File: src/rtl/alu_pkg.sv
// Purpose: shared ALU command codes and sequencer FSM state encoding.
// Latency: n/a (definitions only).
// Backpressure: n/a (definitions only).
package alu_pkg;

    // 4-bit ALU command codes, shared by the ALU and anything that drives it
    localparam logic [3:0] CMD_ADD  = 4'd0;
    localparam logic [3:0] CMD_INC  = 4'd1;
    localparam logic [3:0] CMD_SUB  = 4'd2;
    localparam logic [3:0] CMD_DEC  = 4'd3;
    localparam logic [3:0] CMD_MUL  = 4'd4;
    localparam logic [3:0] CMD_DIV  = 4'd5;
    localparam logic [3:0] CMD_SHL  = 4'd6;
    localparam logic [3:0] CMD_SHR  = 4'd7;
    localparam logic [3:0] CMD_AND  = 4'd8;
    localparam logic [3:0] CMD_OR   = 4'd9;
    localparam logic [3:0] CMD_INV  = 4'd10;
    localparam logic [3:0] CMD_NAND = 4'd11;
    localparam logic [3:0] CMD_NOR  = 4'd12;
    localparam logic [3:0] CMD_XOR  = 4'd13;
    localparam logic [3:0] CMD_XNOR = 4'd14;
    localparam logic [3:0] CMD_BUF  = 4'd15;

    // Result value substituted for a divide by zero
    localparam logic [15:0] DIV_ZERO_RESULT = 16'hFFFF;

    typedef enum logic [1:0] {
        ST_IDLE   = 2'd0,
        ST_ISSUE  = 2'd1,
        ST_RESULT = 2'd2
    } seq_state_e;

    function automatic logic is_div_by_zero(input logic [3:0] cmd, input logic [7:0] b);
        return (cmd == CMD_DIV) && (b == 8'd0);
    endfunction

endpackage

File: src/rtl/alu_op_fifo.sv
// Purpose: synchronous FIFO holding packed ALU requests {a, b, cmd, tag}.
// Latency: written entry visible at the head the cycle after the push.
// Backpressure: push ignored when full, pop ignored when empty; full/empty from registered count.
//
// Ports: clk, rst_n; push/wr_dat write side; pop/rd_dat read side (rd_dat = head);
//        full, empty, count status.
module alu_op_fifo #(
    parameter int DEPTH = 4,
    parameter int W     = 24
) (
    input  logic                       clk,
    input  logic                       rst_n,
    input  logic                       push,
    input  logic [W-1:0]               wr_dat,
    input  logic                       pop,
    output logic [W-1:0]               rd_dat,
    output logic                       full,
    output logic                       empty,
    output logic [$clog2(DEPTH):0]     count
);

    localparam int AW = $clog2(DEPTH);
    localparam int CW = AW + 1;
    localparam logic [CW-1:0] FULL_CNT = CW'(DEPTH);

    logic [W-1:0]  mem_q [DEPTH];
    logic [W-1:0]  mem_d [DEPTH];
    logic [AW-1:0] wr_ptr_q, wr_ptr_d;
    logic [AW-1:0] rd_ptr_q, rd_ptr_d;
    logic [CW-1:0] count_q, count_d;
    logic          push_ok;
    logic          pop_ok;

    assign full    = (count_q == FULL_CNT);
    assign empty   = (count_q == '0);
    assign count   = count_q;
    assign rd_dat  = mem_q[rd_ptr_q];
    assign push_ok = push && !full;
    assign pop_ok  = pop && !empty;

    always_comb begin
        mem_d    = mem_q;
        wr_ptr_d = wr_ptr_q;
        rd_ptr_d = rd_ptr_q;
        count_d  = count_q;
        if (push_ok) begin
            mem_d[wr_ptr_q] = wr_dat;
            // Power-of-two depth: pointers wrap naturally
            wr_ptr_d        = wr_ptr_q + 1'b1;
        end
        if (pop_ok) begin
            rd_ptr_d = rd_ptr_q + 1'b1;
        end
        case ({push_ok, pop_ok})
            2'b10:   count_d = count_q + 1'b1;
            2'b01:   count_d = count_q - 1'b1;
            default: count_d = count_q;
        endcase
    end

    always_ff @(posedge clk or negedge rst_n) begin
        if (!rst_n) begin
            for (int i = 0; i < DEPTH; i++) begin
                mem_q[i] <= '0;
            end
            wr_ptr_q <= '0;
            rd_ptr_q <= '0;
            count_q  <= '0;
        end else begin
            mem_q    <= mem_d;
            wr_ptr_q <= wr_ptr_d;
            rd_ptr_q <= rd_ptr_d;
            count_q  <= count_d;
        end
    end

endmodule

File: src/rtl/alu_op_sequencer.sv
// Purpose: buffers ALU requests, issues one at a time to a combinational ALU, returns registered results.
// Latency: request accepted at edge N from idle -> ISSUE in cycle N+1 -> res_valid from edge N+2.
// Backpressure: in_ready = !full; result held in RESULT until res_ready; max one result per 2 cycles.
//
// Ports: in_* request handshake (a, b, cmd, tag); alu_* / alu_enable drive the ALU, alu_out returns
//        its result; res_* result handshake with data, tag, zero and err flags; count, busy status.
module alu_op_sequencer
    import alu_pkg::*;
#(
    parameter int DEPTH = 4,
    parameter int TAG_W = 4
) (
    input  logic                       clk,
    input  logic                       rst_n,
    input  logic                       in_valid,
    output logic                       in_ready,
    input  logic [7:0]                 in_a,
    input  logic [7:0]                 in_b,
    input  logic [3:0]                 in_cmd,
    input  logic [TAG_W-1:0]           in_tag,
    output logic [7:0]                 alu_a,
    output logic [7:0]                 alu_b,
    output logic [3:0]                 alu_command,
    output logic                       alu_enable,
    input  logic [15:0]                alu_out,
    output logic                       res_valid,
    input  logic                       res_ready,
    output logic [15:0]                res_data,
    output logic [TAG_W-1:0]           res_tag,
    output logic                       res_zero,
    output logic                       res_err,
    output logic [$clog2(DEPTH):0]     count,
    output logic                       busy
);

    localparam int ENTRY_W = 8 + 8 + 4 + TAG_W;

    seq_state_e         state_q, state_d;
    logic [15:0]        res_data_q, res_data_d;
    logic [TAG_W-1:0]   res_tag_q, res_tag_d;
    logic               res_zero_q, res_zero_d;
    logic               res_err_q, res_err_d;

    logic [ENTRY_W-1:0] head_dat;
    logic [7:0]         head_a;
    logic [7:0]         head_b;
    logic [3:0]         head_cmd;
    logic [TAG_W-1:0]   head_tag;
    logic               fifo_full;
    logic               fifo_empty;
    logic               fifo_pop;
    logic               div_zero;
    logic [15:0]        load_data;

    alu_op_fifo #(
        .DEPTH (DEPTH),
        .W     (ENTRY_W)
    ) u_fifo (
        .clk    (clk),
        .rst_n  (rst_n),
        .push   (in_valid),
        .wr_dat ({in_a, in_b, in_cmd, in_tag}),
        .pop    (fifo_pop),
        .rd_dat (head_dat),
        .full   (fifo_full),
        .empty  (fifo_empty),
        .count  (count)
    );

    assign {head_a, head_b, head_cmd, head_tag} = head_dat;

    assign in_ready    = !fifo_full;
    // Head entry is shown whenever present; zeros when the queue is empty
    assign alu_a       = fifo_empty ? 8'd0 : head_a;
    assign alu_b       = fifo_empty ? 8'd0 : head_b;
    assign alu_command = fifo_empty ? 4'd0 : head_cmd;

    // The ALU's own divide-by-zero output is undefined, so substitute a fixed value
    assign div_zero  = is_div_by_zero(head_cmd, head_b);
    assign load_data = div_zero ? DIV_ZERO_RESULT : alu_out;

    always_comb begin
        state_d    = state_q;
        res_data_d = res_data_q;
        res_tag_d  = res_tag_q;
        res_zero_d = res_zero_q;
        res_err_d  = res_err_q;
        alu_enable = 1'b0;
        fifo_pop   = 1'b0;
        case (state_q)
            ST_IDLE: begin
                if (count != '0) begin
                    state_d = ST_ISSUE;
                end
            end
            ST_ISSUE: begin
                // Only reachable with a non-empty queue, so the head is valid here
                alu_enable = 1'b1;
                fifo_pop   = 1'b1;
                res_data_d = load_data;
                res_tag_d  = head_tag;
                res_zero_d = (load_data == 16'd0);
                res_err_d  = div_zero;
                state_d    = ST_RESULT;
            end
            ST_RESULT: begin
                // Registered count: a push landing in the same cycle is seen from IDLE next
                if (res_ready) begin
                    state_d = (count != '0) ? ST_ISSUE : ST_IDLE;
                end
            end
            default: begin
                state_d = ST_IDLE;
            end
        endcase
    end

    always_ff @(posedge clk or negedge rst_n) begin
        if (!rst_n) begin
            state_q    <= ST_IDLE;
            res_data_q <= '0;
            res_tag_q  <= '0;
            res_zero_q <= 1'b0;
            res_err_q  <= 1'b0;
        end else begin
            state_q    <= state_d;
            res_data_q <= res_data_d;
            res_tag_q  <= res_tag_d;
            res_zero_q <= res_zero_d;
            res_err_q  <= res_err_d;
        end
    end

    assign res_valid = (state_q == ST_RESULT);
    assign res_data  = res_data_q;
    assign res_tag   = res_tag_q;
    assign res_zero  = res_zero_q;
    assign res_err   = res_err_q;
    assign busy      = (state_q != ST_IDLE) || (count != '0);

endmodule

File: config.mk
export PLATFORM = sky130hd
export DESIGN_NAME = alu_op_sequencer
export DESIGN_NICKNAME = d
export VERILOG_FILES = /design/src/rtl/alu_pkg.sv /design/src/rtl/alu_op_fifo.sv /design/src/rtl/alu_op_sequencer.sv
export SDC_FILE = /design/constraint.sdc
export NUM_CORES = 1
export LEC_CHECK = 0
export CORE_MARGIN = 2
export CORE_UTILIZATION = 54
export DETAILED_ROUTE_END_ITERATION = 8
export PLACE_DENSITY = 0.88
export SLEW_MARGIN = 20
export SYNTH_ARGS = -nofsm -noshare
export SYNTH_HDL_FRONTEND = slang
export SYNTH_SLANG_ARGS = --single-unit
File: constraint.sdc
create_clock -name clk -period 2.3 [get_ports clk]
set_input_delay 0.46 -clock clk [delete_from_list [all_inputs] [get_ports clk]]
set_output_delay 0.46 -clock clk [all_outputs]
set_load 0.1 [all_outputs]
Word level (Yosys, flattened, before mapping)

Cells that the tools add are included.

Word-level logic and storage cells: 60
Output and inout bits: 49
Register bits after elaboration: 127

Equality and inequality tests: 8
Bitwise gates (word level): 2
Reduce and logical (&&, ||, !) cells: 15
Add/sub/neg operators: 4
Multiplexer cells: 16
Magnitude comparators: 3

Operators with widths:

| cell                                                                  | count |
|---|---|
| 96-bit bitwise mux                                                    | 1 |
| 24-bit two-way mux                                                    | 3 |
| 24-bit binary-select mux with 2-bit select                            | 1 |
| 24-bit demux with 2-bit select                                        | 1 |
| 16-bit zero test                                                      | 1 |
| 16-bit two-way mux                                                    | 1 |
| 8-bit two-way mux                                                     | 2 |
| 8-bit zero test                                                       | 1 |
| 3-bit greater-or-equal comparator, second input constant              | 2 |
| 2-bit NOT with 3-bit output                                           | 2 |
| 2-bit case mux with 3 select lines                                    | 1 |
| 3-bit case mux with 2 select lines                                    | 1 |
| 2-bit by 1-bit adder with 2-bit output, second input constant         | 2 |
| 2-bit by 1-bit equality test with 1-bit output, second input constant | 2 |
| 2-bit equality test, second input constant                            | 2 |
| 4-bit by 3-bit equality test with 1-bit output, second input constant | 1 |
| 1-bit logical AND                                                     | 4 |
| 2-bit two-way mux                                                     | 2 |
| 4-bit two-way mux                                                     | 1 |
| 2-bit nonzero test                                                    | 2 |
| 3-bit by 1-bit adder with 3-bit output, second input constant         | 1 |
| 3-bit equality test, second input constant                            | 1 |
| 3-bit zero test                                                       | 1 |
| 3-bit by 1-bit < comparator with 1-bit output, second input constant  | 1 |
| 9 further kinds                                                       | 11 |

Logic depth before layout (Yosys ltp)

Depth after elaboration: 8
Mapped depth: 9
Gate-level depth less buffers: 9

Modules after synthesis

Synthesis repeated with hierarchy kept, for this count alone.

Cells, all modules: 405
Area total of the unflattened synthesis: 5825.6 um^2

By module, submodules not included:

| module           | instances | cells each | area an instance (um^2) |
|---|---|---|---|
| alu_op_fifo      | 1         | 270        | 4578.1 |
| alu_op_sequencer | 1         | 135        | 1247.4 |

Least setup slack after synthesis

Ideal clock, no wire load.

Path kind: register -> output
Start: register u_fifo.count_q[0] (netlist: u_fifo.count[0])
End: output port alu_a[0]
Arrival time: 2.779 ns
Cell stages (with the launch flop): 4
Required time: 1.840 ns
Setup slack: -0.939 ns
Buffers on the path: 1
Cells stage by stage: dfrtp_1 -> nor3_1 -> clkbuf_1 -> nor2b_1

Word-level cells in the longest chain between the ends: 2

RTL lines:

| item                   | line                   | source |
|---|---|---|
| start, declared        | alu_op_fifo.sv:30      | `logic [CW-1:0] count_q, count_d;` |
| start signal, assigned | alu_op_fifo.sv:73      | `count_q <= count_d;` |
| 3-bit zero test        | alu_op_fifo.sv:35      | `assign empty = (count_q == '0);` |
| 8-bit two-way mux      | alu_op_sequencer.sv:74 | `assign alu_a = fifo_empty ? 8'd0 : head_a;` |
| end, declared          | alu_op_sequencer.sv:21 | `output logic [7:0] alu_a,` |

Every way passes these cells.

Final worst setup path

Start: register u_fifo.rd_ptr_q[0]
End: output port alu_b[7]

Word-level cells in the longest chain between the ends: 5

RTL lines:

| item                                                  | line                   | source |
|---|---|---|
| start, declared                                       | alu_op_fifo.sv:29      | `logic [AW-1:0] rd_ptr_q, rd_ptr_d;` |
| start signal, assigned                                | alu_op_fifo.sv:72      | `rd_ptr_q <= rd_ptr_d;` |
| 2-bit NOT with 3-bit output (not written as such)     | alu_op_fifo.sv:37      | `assign rd_dat = mem_q[rd_ptr_q];` |
| 24-bit binary-select mux with 2-bit select            | alu_op_fifo.sv:37      |  |
| 24-bit two-way mux (not written as such) (2 in a row) | alu_op_fifo.sv:37      |  |
| 8-bit two-way mux                                     | alu_op_sequencer.sv:75 | `assign alu_b = fifo_empty ? 8'd0 : head_b;` |
| end, declared                                         | alu_op_sequencer.sv:22 | `output logic [7:0] alu_b,` |

Every way passes these cells. The select of a mux whose other input is x is not followed.

==> run summary <==
status = complete, but fails checks
failing checks = negative setup slack
Syn-to-layout area delta = 38.9%
fraction of layout cells with a size suffix above 1 = 51.8%
die area = 11500 um^2
initial antenna violation count = 0
CTS Sinks = 127
Routed WL = 14100 um
Arr. time, crit path = 2.04 ns
Synth Net Count = 452
clk_skew = 0.00759 ns
Setup crit start kind = flop
cell with the most instances after synthesis = dfrtp_1
first-pass GRT wire length = 22600 um
n_diodes = 0
Die X = 107 um
share of the yosys chip area belonging to registers = 55.2%
RePlAce Congestion = 0.758
Final nets = 572
core area = 10300 um^2
port bufs = 92
Tcrit/Tclk final = 109%
final worst setup slack = -0.201 ns
Hold Slack = 0.362 ns
# DRC = 0
critical path class = flop to output port
flop-to-flop setup slack = 0.07 ns
CTS tree = done
endpoints failing hold = 0
critical path endpoint category = output port
GRT Resource Usage Total = 26.2%
worst r2r src = u_fifo.rd_ptr_q[0]
H-tree depth = 4
synthesized flop and latch total = 127
Clock Pin Slew Worst Setup and Hold Paths = 0.06 ns
Post-synth EDFFs = 0
Final min period = 2.50 ns
async set-reset flop share out of synthesis = 100%
vias in the first global route = 4142
post-layout util = 77.5%
Initial Util = 55.8%
HPWL Detailed = 8550 um
crit path max fanout = 10
largest net degree at the start of global routing = 79
io pins = 93
relative slew slack = 71.9%
Post-Syn Instances = 402
CTS buffer count = 17
HP Class = input port to asynchronous set/reset pin
Root Driver = clkbuf_8
top cells by count, synth = dfrtp_1 (127), mux2_2 (96), nor2_1 (36)
Yosys cell types = 34
num rows = 37
area of the mapped netlist = 5760 um^2
Clock Path Buffers = 2
total grt overflow = 0
Worst R2R End = res_data[11]
FMAX = 400 MHz
Worst R2R Path Depth = 7
Top FF cell, synth = dfrtp_1
maximum capacitance violations = 0
Synth warnings = 0
mean post-synth cell area = 14.3 um^2
Detailed Route Iter0 Violations = 269
Yosys top cell area share = 55.2%
WP data required = 1.84 ns
Die H = 107 um
area leader, netlist = dfrtp_1
clock latency on the worst-skew pair = 0.52 ns
Final Setup Violations = 20
DR pass1 iterations = 5
Detail Route Antenna Nets = 0
final slew viol count = 0
synth top area cells = dfrtp_1 (55%), mux2_2 (19%), mux4_2 (6.3%)
RSZ-0062 raised after global routing = true
final setup TNS = -2.73 ns
Worst Setup SP = u_fifo.rd_ptr_q[0]
routed wire length per instance = 21.0 um
Slew @ Worst Pin = 0.421 ns
Via density = 5.80
vias after detailed routing = 3890
==> cell families (layout without fill, tap and decap cells) <==
| group | Yosys count | in the layout | share of synthesized area [%] |
|---|---|---|---|
| compound gates | 22 | 22 | 2.89 |
| xor+xnor | 6 | 6 | 0.913 |
| fa+ha+maj | 6 | 6 | 1.43 |
| buf+inv | 30 | 163 | 2.65 |
| flops | 127 | 127 | 55.2 |
| mux | 121 | 121 | 28.9 |
| simple gates | 90 | 90 | 8.08 |
==> stage by stage <==
step	std cells	instance area, um^2	setup slack (ns)
2_1_floorplan	402	5920	-0.0336
3_3_place_gp	627	7270	0.139
3_5_place_dp	627	7270	0.105
4_1_cts	666	7940	-0.212
5_1_grt	671	8000	-0.268
6_report	671	8000	-0.201
==> worst max-delay path, cell delays in order (launching register included) <==
cell     delay [ns]
dfrtp_2        0.42
buf_8          0.18
mux4_2         0.55
nor2b_2        0.20
buf_12         0.18
==> final cells by class <==
cell class / instances / area (um^2)
sequential: 127 / 3180
multi-input combinational: 245 / 2580
fill: 579 / 2330
timing repair buffer: 123 / 1410
clock buffer: 17 / 414
clock inverter: 15 / 209
tap: 136 / 170
inverter: 8 / 30.0
==> flip-flops by register name, summed over array words and instances, names as in the netlist <==
| signal | flops |
|---|---|
| res_zero | 1 |
| res_tag | 4 |
| u_fifo.rd_ptr_q | 2 |
| res_data | 16 |
| u_fifo.count | 3 |
| u_fifo.wr_ptr_q | 2 |
| res_err | 1 |
| state_q | 2 |
| u_fifo.mem_q | 96 |
==> placed cells by master, fill, tap and decap left out, types with 4 or more instances in the layout <==
cell type          n
buf_4             48
mux2_2            96
a21oi_2           12
clkbuf_16         16
buf_12            29
clkdlybuf4s50_1   42
mux4_2            24
nor2b_4           19
clkinv_4           4
ha_1               5
bufinv_16          4
dfrtp_2            5
inv_1              8
dfrtp_1          122
nand2_1           20
nor2_1            36
==> worst max-delay path by stage <==
| stage | endpoint | slack (ns) | depth (start not counted) |
|---|---|---|---|
| floorplan | alu_b[7] | -0.03 | 4 |
| global placement | alu_b[7] | 0.14 | 4 |
| detailed placement | res_err | 0.11 | 6 |
| CTS | alu_b[2] | -0.21 | 4 |
| global route | alu_b[7] | -0.27 | 4 |
| finish | alu_b[7] | -0.20 | 4 |
==> metal layers <==
layer | up-vias | track usage (%) | part of all wire (%)
met5 | - | 0 | 0
met4 | 0 | 10.7 | 3.0
met3 | 45 | 5.75 | 5.4
met2 | 151 | 44.5 | 51
met1 | 2025 | 32.8 | 40
li1 | 1669 | - | -
==> what timing repair did <==
action / 4_1_cts / 5_1_grt
pin swaps: 0 / 2
endpoints found under the hold margin: 17 / 0
gates cloned: 0 / 0
hold buffers: 1 / 0
resized for setup: 14 / 7
setup buffers: 6 / 5
endpoints found under the setup margin: 21 / 33
Power is not shown: default switching activity piles up to over one toggle a cycle in this logic, so the estimate is an artifact.
